<file path="src/rtl/wb_cmd_master_if.sv">
// ---------------------------------------------------------------------------
// wb_cmd_master_if
//   Bundles the three handshake groups of the byte-stream Wishbone initiator:
//     rx_*  : command bytes in  (valid/ready)
//     tx_*  : response bytes out (valid/ready)
//     Wishbone single-cycle initiator signals (cyc/stb/we/adr/dat/sel/ack)
//   modport master : the command master itself
//   modport slave  : everything around it (UART rx/tx paths + I/O bus slave)
//
//   Handshake rule for rx and tx: a byte moves on a rising clock edge where
//   valid and ready are both high. Once valid is raised, the sender holds
//   valid and data stable until that edge. Ready may be raised or dropped
//   freely and never depends on valid.
// ---------------------------------------------------------------------------
interface wb_cmd_master_if;
    logic [7:0]  rx_data;
    logic        rx_valid;
    logic        rx_ready;

    logic [7:0]  tx_data;
    logic        tx_valid;
    logic        tx_ready;

    logic        cyc_o;
    logic        stb_o;
    logic        we_o;
    logic [16:0] adr_o;
    logic [31:0] dat_o;
    logic [3:0]  sel_o;
    logic [31:0] dat_i;
    logic        ack_i;

    modport master (
        input  rx_data, rx_valid,
        output rx_ready,
        output tx_data, tx_valid,
        input  tx_ready,
        output cyc_o, stb_o, we_o, adr_o, dat_o, sel_o,
        input  dat_i, ack_i
    );

    modport slave (
        output rx_data, rx_valid,
        input  rx_ready,
        input  tx_data, tx_valid,
        output tx_ready,
        input  cyc_o, stb_o, we_o, adr_o, dat_o, sel_o,
        output dat_i, ack_i
    );
endinterface

</file>
<file path="src/rtl/wb_cmd_master.sv">
// ---------------------------------------------------------------------------
// wb_cmd_master
//   Turns command bytes from a UART receive path into single Wishbone
//   read/write cycles on the I/O bus and returns a status byte (plus four
//   read-data bytes for a successful read) to a UART transmit path.
//
//   Frame (big-endian fields):
//     opcode [7:4]=1 read / 2 write, [3:0]=byte selects
//     3 address bytes (low 17 bits used)
//     4 data bytes (write only)
//   Status: 0x00 ok, 0xE1 no ack within TIMEOUT bus cycles, 0xEE bad opcode.
//
// Ports
//   clk_i       : system clock, rising edge
//   rst_i       : asynchronous active-low reset
//   bus         : rx/tx byte streams and Wishbone initiator (master modport)
//   busy        : high whenever a command is in progress
//   o_dbg_state : current FSM state, for debug/observation
// ---------------------------------------------------------------------------
module wb_cmd_master #(
    parameter int TIMEOUT = 1023
) (
    input  logic                   clk_i,
    input  logic                   rst_i,
    wb_cmd_master_if.master        bus,
    output logic                   busy,
    output logic [2:0]             o_dbg_state
);

    typedef enum logic [2:0] {
        S_OPC = 3'd0,
        S_ADR = 3'd1,
        S_DAT = 3'd2,
        S_BUS = 3'd3,
        S_STS = 3'd4,
        S_RD  = 3'd5
    } state_t;

    // Counter is at least 10 bits and grows if TIMEOUT needs more.
    localparam int TW = ($clog2(TIMEOUT + 1) > 10) ? $clog2(TIMEOUT + 1) : 10;
    localparam logic [TW-1:0] TMO_LAST = TW'(TIMEOUT - 1);
    localparam logic [TW-1:0] TMO_MAX  = TW'(TIMEOUT);

    localparam logic [7:0] STS_OK  = 8'h00;
    localparam logic [7:0] STS_TMO = 8'hE1;
    localparam logic [7:0] STS_BAD = 8'hEE;

    state_t         r_state;
    state_t         w_next;

    logic           r_we;
    logic [3:0]     r_sel;
    logic [16:0]    r_adr;
    logic [31:0]    r_dat;
    logic [31:0]    r_rdat;
    logic [7:0]     r_sts;
    logic [1:0]     r_cnt;
    logic [TW-1:0]  r_tmo;

    logic           w_rx_acc;
    logic           w_tx_acc;
    logic           w_opc_ok;
    logic           w_opc_wr;
    logic           w_tmo_hit;

    assign w_rx_acc  = bus.rx_valid & bus.rx_ready;
    assign w_tx_acc  = bus.tx_valid & bus.tx_ready;
    assign w_opc_wr  = (bus.rx_data[7:4] == 4'h2);
    assign w_opc_ok  = (bus.rx_data[7:4] == 4'h1) | w_opc_wr;
    // r_tmo counts completed S_BUS cycles, so the TIMEOUT-th bus cycle is
    // the last one; cyc_o is therefore high for exactly TIMEOUT cycles.
    assign w_tmo_hit = (r_tmo >= TMO_LAST);

    // ------------------------------------------------------------------
    // State register
    // ------------------------------------------------------------------
    always_ff @(posedge clk_i or negedge rst_i) begin
        if (!rst_i) begin
            r_state <= S_OPC;
        end else begin
            r_state <= w_next;
        end
    end

    // ------------------------------------------------------------------
    // Next-state logic
    // ------------------------------------------------------------------
    always_comb begin
        w_next = r_state;
        case (r_state)
            S_OPC: begin
                if (w_rx_acc) begin
                    w_next = w_opc_ok ? S_ADR : S_STS;
                end
            end
            S_ADR: begin
                if (w_rx_acc && (r_cnt == 2'd2)) begin
                    w_next = r_we ? S_DAT : S_BUS;
                end
            end
            S_DAT: begin
                if (w_rx_acc && (r_cnt == 2'd3)) begin
                    w_next = S_BUS;
                end
            end
            S_BUS: begin
                // ack and timeout in the same cycle both leave; the datapath
                // gives ack priority for the status value.
                if (bus.ack_i || w_tmo_hit) begin
                    w_next = S_STS;
                end
            end
            S_STS: begin
                if (w_tx_acc) begin
                    w_next = ((r_sts == STS_OK) && !r_we) ? S_RD : S_OPC;
                end
            end
            S_RD: begin
                if (w_tx_acc && (r_cnt == 2'd3)) begin
                    w_next = S_OPC;
                end
            end
            default: w_next = S_OPC;
        endcase
    end

    // ------------------------------------------------------------------
    // Datapath registers
    // ------------------------------------------------------------------
    always_ff @(posedge clk_i or negedge rst_i) begin
        if (!rst_i) begin
            r_we   <= 1'b0;
            r_sel  <= 4'h0;
            r_adr  <= 17'h0;
            r_dat  <= 32'h0;
            r_rdat <= 32'h0;
            r_sts  <= 8'h00;
            r_cnt  <= 2'd0;
            r_tmo  <= '0;
        end else begin
            case (r_state)
                S_OPC: begin
                    if (w_rx_acc) begin
                        r_cnt <= 2'd0;
                        if (w_opc_ok) begin
                            r_we  <= w_opc_wr;
                            r_sel <= bus.rx_data[3:0];
                        end else begin
                            r_sts <= STS_BAD;
                        end
                    end
                end
                S_ADR: begin
                    if (w_rx_acc) begin
                        // Older address bits fall off the top, leaving the
                        // low 17 bits of the 24-bit field.
                        r_adr <= {r_adr[8:0], bus.rx_data};
                        r_cnt <= (r_cnt == 2'd2) ? 2'd0 : r_cnt + 2'd1;
                    end
                end
                S_DAT: begin
                    if (w_rx_acc) begin
                        r_dat <= {r_dat[23:0], bus.rx_data};
                        r_cnt <= r_cnt + 2'd1;
                    end
                end
                S_BUS: begin
                    if (bus.ack_i) begin
                        r_sts <= STS_OK;
                        if (!r_we) begin
                            r_rdat <= bus.dat_i;
                        end
                    end else if (w_tmo_hit) begin
                        r_sts <= STS_TMO;
                    end
                end
                S_STS: begin
                    if (w_tx_acc) begin
                        r_cnt <= 2'd0;
                    end
                end
                S_RD: begin
                    if (w_tx_acc) begin
                        r_cnt <= r_cnt + 2'd1;
                    end
                end
                default: ;
            endcase

            // Cleared outside S_BUS so every bus cycle starts from zero;
            // saturates rather than wrapping.
            if (r_state != S_BUS) begin
                r_tmo <= '0;
            end else if (r_tmo != TMO_MAX) begin
                r_tmo <= r_tmo + TW'(1);
            end
        end
    end

    // ------------------------------------------------------------------
    // Outputs
    // ------------------------------------------------------------------
    always_comb begin
        bus.rx_ready = (r_state == S_OPC) || (r_state == S_ADR) || (r_state == S_DAT);
        bus.tx_valid = (r_state == S_STS) || (r_state == S_RD);
        bus.tx_data  = r_sts;
        if (r_state == S_RD) begin
            case (r_cnt)
                2'd0:    bus.tx_data = r_rdat[31:24];
                2'd1:    bus.tx_data = r_rdat[23:16];
                2'd2:    bus.tx_data = r_rdat[15:8];
                default: bus.tx_data = r_rdat[7:0];
            endcase
        end
        // cyc/stb follow the state directly so an async reset drops them
        // at once.
        bus.cyc_o   = (r_state == S_BUS);
        bus.stb_o   = (r_state == S_BUS);
        bus.we_o    = r_we;
        bus.adr_o   = r_adr;
        bus.dat_o   = r_dat;
        bus.sel_o   = r_sel;
        busy        = (r_state != S_OPC);
        o_dbg_state = r_state;
    end

endmodule

</file>
<file path="src/flat_wrapper.sv">
// flat-port wrapper written by rule: the top's interface ports become plain ports
module wb_cmd_master_flat 
#(
    parameter int TIMEOUT = 1023
)
  (clk_i, rst_i, busy, o_dbg_state, bus_rx_data, bus_rx_valid, bus_rx_ready, bus_tx_data, bus_tx_valid, bus_tx_ready, bus_cyc_o, bus_stb_o, bus_we_o, bus_adr_o, bus_dat_o, bus_sel_o, bus_dat_i, bus_ack_i);
  wb_cmd_master_if bus_i ();
  input  logic clk_i;
  input  logic rst_i;
  output logic busy;
  output logic [2:0] o_dbg_state;
  input wire logic [$bits(bus_i.rx_data)-1:0] bus_rx_data;
  input wire logic [$bits(bus_i.rx_valid)-1:0] bus_rx_valid;
  output wire logic [$bits(bus_i.rx_ready)-1:0] bus_rx_ready;
  output wire logic [$bits(bus_i.tx_data)-1:0] bus_tx_data;
  output wire logic [$bits(bus_i.tx_valid)-1:0] bus_tx_valid;
  input wire logic [$bits(bus_i.tx_ready)-1:0] bus_tx_ready;
  output wire logic [$bits(bus_i.cyc_o)-1:0] bus_cyc_o;
  output wire logic [$bits(bus_i.stb_o)-1:0] bus_stb_o;
  output wire logic [$bits(bus_i.we_o)-1:0] bus_we_o;
  output wire logic [$bits(bus_i.adr_o)-1:0] bus_adr_o;
  output wire logic [$bits(bus_i.dat_o)-1:0] bus_dat_o;
  output wire logic [$bits(bus_i.sel_o)-1:0] bus_sel_o;
  input wire logic [$bits(bus_i.dat_i)-1:0] bus_dat_i;
  input wire logic [$bits(bus_i.ack_i)-1:0] bus_ack_i;
  assign bus_i.rx_data = bus_rx_data;
  assign bus_i.rx_valid = bus_rx_valid;
  assign bus_rx_ready = bus_i.rx_ready;
  assign bus_tx_data = bus_i.tx_data;
  assign bus_tx_valid = bus_i.tx_valid;
  assign bus_i.tx_ready = bus_tx_ready;
  assign bus_cyc_o = bus_i.cyc_o;
  assign bus_stb_o = bus_i.stb_o;
  assign bus_we_o = bus_i.we_o;
  assign bus_adr_o = bus_i.adr_o;
  assign bus_dat_o = bus_i.dat_o;
  assign bus_sel_o = bus_i.sel_o;
  assign bus_i.dat_i = bus_dat_i;
  assign bus_i.ack_i = bus_ack_i;
  wb_cmd_master #(.TIMEOUT(TIMEOUT)) u_core (.clk_i(clk_i), .rst_i(rst_i), .bus(bus_i), .busy(busy), .o_dbg_state(o_dbg_state));
endmodule
</file>
<file path="config.mk">
export PLATFORM = sky130hd
export DESIGN_NAME = wb_cmd_master_flat
export DESIGN_NICKNAME = d
export VERILOG_FILES = /design/src/rtl/wb_cmd_master_if.sv /design/src/rtl/wb_cmd_master.sv /design/src/flat_wrapper.sv
export SDC_FILE = /design/constraint.sdc
export NUM_CORES = 1
export LEC_CHECK = 0
export ABC_CLOCK_PERIOD_IN_PS = 2100
export BUFFER_PORTS_ARGS = -buffer_cell sky130_fd_sc_hd__clkbuf_2
export CORE_MARGIN = 5
export CORE_UTILIZATION = 53
export CTS_CLUSTER_SIZE = 14
export DETAILED_ROUTE_END_ITERATION = 12
export PLACE_DENSITY = 0.79
export SKIP_CTS_REPAIR_TIMING = 1
export SLEW_MARGIN = 20
export SYNTH_ARGS = -nofsm -noshare
export SYNTH_HDL_FRONTEND = slang
export SYNTH_SLANG_ARGS = --single-unit
</file>
<file path="constraint.sdc">
create_clock -name clk_i -period 2.1 [get_ports clk_i]
set_input_delay 0.42 -clock clk_i [delete_from_list [all_inputs] [get_ports clk_i]]
set_output_delay 0.42 -clock clk_i [all_outputs]
set_load 0.01 [all_outputs]
</file>
==> reports/summary.md <==
Summing the areas of all compound-gate instances in the mapped netlist gives 9.54% of the synthesized area. The maximum number of pins on one net before global-route repair was 39; the detailed router's first-iteration violation count was 144. TritonCTS built the clock tree. The setup slack of the critical path after layout is -0.176 ns, and the fraction of layout cells with a size suffix above 1 is 52.1%.

The wire length per cell is 17.3 µm, and the via-per-instance ratio is 5.51. The hold violation total from the final report was 0. The number of max-slew violations in the final report was 0; the final wirelength was 10.3 mm.

The global routing stage identified its most utilized layer as met2. The run finished, with violations left. The die boundary height is 105 µm.

Detailed placement ended at an HPWL of 7.54 mm. Global routing used 31.5% of the available met2 tracks. The initial standard-cell utilization of the core came out at 54.5%. Summing the areas of all fa, ha and maj instances in the mapped netlist gives 2.11% of the synthesized area. STA classifies the critical path endpoint as an output pin.

Subtracting the final worst setup slack from the clock period gives 2.28 ns. In the global route stage, met1 resource usage came out at 24.8%. The die covers 11000 µm². The average cell area after synthesis is 13.2 µm². For the number of global-route vias before repair, the log shows 3412.

The H-tree depth reported by CTS was 3; the max-cap violation count was 0. The final worst-path cycle share is 108%, and the setup total negative slack is -1.02 ns. For the number of different library cells in the post-synthesis netlist, the log shows 52. The simple-gate share of the synthesized area came out at 7.35%. Yosys attributes the largest share of cell area to dfrtp_1 55%, mux2_2 20%, ha_1 2.1%. The clock transition at the register clock pins on the worst setup and hold paths after CTS is 0.10 ns, and the number of warnings printed during yosys synthesis is 0. For the worst setup path, the data required time is 1.68 ns. The multiplexer share of the synthesized area came out at 21.3%. The count of port buffers added during placement came out at 114. The tools report the number of remaining DRC errors as 0. The run gives 19.7% as the clock network fraction of design power. The ratio of total power to cell area was 1140 nW/µm². Along the worst path, the maximum fanout reaches 8. For the worst hold margin, the log shows 0.00873 ns. CTS placed an instance of clkbuf_8 at the clock tree root. Setup violations remaining at the end of the flow were counted as 8. For met3 alone, demand over resource in global routing was 4.75%. The first-pass iteration count of the detailed router is 5. The count of flip-flops with a built-in enable after synthesis was 0. The initial antenna violation count is 0. The count of nets left with antenna violations once routing finished came out at 0. The worst-case IR drop observed on VDD is 719 µV. The fraction of synthesis flops using an asynchronous set or reset pin was 100%. For the global-route usage over all layers, the log shows 18.9%.

The relative area change from synthesis to final layout is 21.5%, and the share of the synthesized netlist area taken by xor and xnor gates is 1.48%. The share of synthesized area occupied by flip-flops and latches is 54.8%, and the count of state elements after synthesis is 104. The share of total power dissipated in combinational logic is 36.6%. For this run, the post-layout net count is 534. Summing over every cut layer, the via total after detailed routing is 3272.

STA classifies the critical path startpoint as a flip-flop. For this design the total switching power over the nets is 2.25 mW. The arrival time of data at the critical path endpoint was 1.86 ns; the number of clock sinks was 104. The floorplan has 34 rows. Setup repair after global routing could not meet its margin everywhere.

Placer's final routability congestion estimate: 0.833. The run gives 8720 µm² as the floorplan core area. Clock tree synthesis inserted a total of 9 buffers.

For the instance count of the mapped netlist, the log shows 359. Internal power comes to 4.34 mW. The flip-flop cell with the highest count after synthesis was dfrtp_1.

The critical path in this run is classified as reg2out. The most area-hungry cell type in the Yosys netlist was dfrtp_1. The number of placed I/O pins is 115, and the slew at the pin with the worst max-slew slack is 0.468 ns.

The power share of the sequential group was 43.7%. The sum of overflow across all layers after global routing was 0; the area share of the leading cell type in the synthesized netlist was 54.8%. Maximum operating frequency: 439 MHz.

The later pin in the worst-skew pair is clocked with a latency of 0.36 ns. The number of antenna diodes in the final layout is 0. The checks that failed: negative setup slack. The mapped netlist covers 4750 µm². The first global-routing pass estimated 17.2 mm of wire. No sink is reached through more buffers than the 2 on the longest clock path.

After synthesis, the largest family of logic cells by area is multiplexers. The worst max-slew margin expressed relative to the limit was 68.8%; the synthesized net count was 412. Measured along the x axis, the die boundary spans 105 µm. The min-delay analysis places its worst path in the category in2async. The switching share of power came out at 34.2%. Summed over all cells, the static leakage comes to 2.82 nW. For the largest clock skew in the final design, the log shows 0.00890 ns.
registers in the layout, indices dropped and copies added (netlist names):
| register | count |
|---|---|
| u_core.r_tmo | 10 |
| u_core.bus.we_o | 1 |
| u_core.bus.adr_o | 17 |
| u_core.bus.sel_o | 4 |
| u_core.bus.dat_o | 32 |
| u_core.o_dbg_state | 3 |
| u_core.r_sts | 3 |
| u_core.r_rdat | 32 |
| u_core.r_cnt | 2 |
placed cells by master (no fill, tap or decap), drive strengths merged, types with 5 or more instances in the layout:
cell type  instances
a21oi             13
a222oi             8
buf               18
clkbuf           124
dfrtp            104
ha                 8
inv               12
mux2              87
nand2              7
nand2b             5
nand3              7
nor2              24
o21ai             12
worst max-delay path: stages (launching register included):
cell	delay, ns
dfrtp_2	0.45
buf_4	0.16
ha_4	0.18
a222oi_1	0.31
nor2_1	0.07
a21oi_1	0.11
o21ai_0	0.08
clkbuf_2	0.14
through the flow:
step                cell area, µm²  setup WS [ns]  util [%]  total power [mW]  instances
global placement              5460         0.0569      62.6              5.10        572
CTS                           5680         -0.435      65.1              6.54        588
global route                  5770         -0.299      66.2              7.01        594
floorplan                     4750          0.188         -              4.26        359
finish                        5770         -0.176      66.2              6.59        594
detailed placement            5460        -0.0235      62.6              5.21        572
final timing paths:
| kind | depth (start not counted) | from | slack, ns | to |
|---|---|---|---|---|
| max in group asynchronous | 2 | rst_i | 1.53 | u_core.r_cnt[0] |
| worst min-delay path | 1 | rst_i | 0.009 | u_core.r_tmo[3] |
| worst max register to register | 6 | u_core.r_tmo[0] | 0.13 | u_core.o_dbg_state[0] |
| worst min register to register | 1 | u_core.bus.dat_o[28] | 0.52 | u_core.bus.dat_o[28] |
| min in group clk_i | 2 | bus_dat_i[21] | 0.29 | u_core.r_rdat[21] |
| worst max-delay path | 7 | u_core.r_cnt[0] | -0.18 | bus_tx_data[6] |
layout make-up:
class / count / area, µm²
inverter: 9 / 36.3
multi-input combinational: 226 / 2030
clock buffer: 11 / 151
fill: 660 / 2950
timing repair buffer: 131 / 751
sequential: 104 / 2610
clock inverter: 5 / 61.3
tap: 108 / 135
per-layer routing:
metal | wire (µm) | vias up
met4 | 152 | 0
met2 | 5210 | 86
met5 | 0 | -
li1 | - | 1554
met3 | 520 | 12
met1 | 4410 | 1620
power groups by stage:
stage / clock, mW / combinational [mW] / sequential (mW)
2_1_floorplan: 0 / 1.24 / 3.01
3_3_place_gp: 0 / 2.22 / 2.88
3_5_place_dp: 0 / 2.30 / 2.92
4_1_cts: 1.35 / 2.31 / 2.88
5_1_grt: 1.43 / 2.64 / 2.94
6_report: 1.30 / 2.41 / 2.88
cell usage after synthesis, types with 2 or more instances:
cell type and number:
buf_4 2, a31oi_1 3, a21oi_1 13, nand2_1 7, mux2_2 84, o21ai_0 12
xor2_1 4, buf_2 6, nand2b_1 5, nor2_1 22, ha_1 8, nand3_1 7
a2bb2oi_1 2, nor2b_1 2, a222oi_1 8, dfrtp_1 104, mux2i_1 3, buf_6 5
mux2_1 2, or2_2 2, nor3_1 3, inv_1 9, nand4_1 3, o32ai_1 3
a211oi_1 3, nor2_2 2, clkbuf_1 6, xnor2_1 4, o2111ai_1 2
logic make-up (layout without fill, tap and decap cells):
| logic type | Yosys count | after routing |
|---|---|---|
| compound gates | 59 | 59 |
| xor+xnor | 8 | 8 |
| fa+ha+maj | 8 | 8 |
| buf+inv | 29 | 156 |
| flops | 104 | 104 |
| mux | 90 | 90 |
| simple gates | 61 | 61 |
Power figures use the tool's default switching activity.
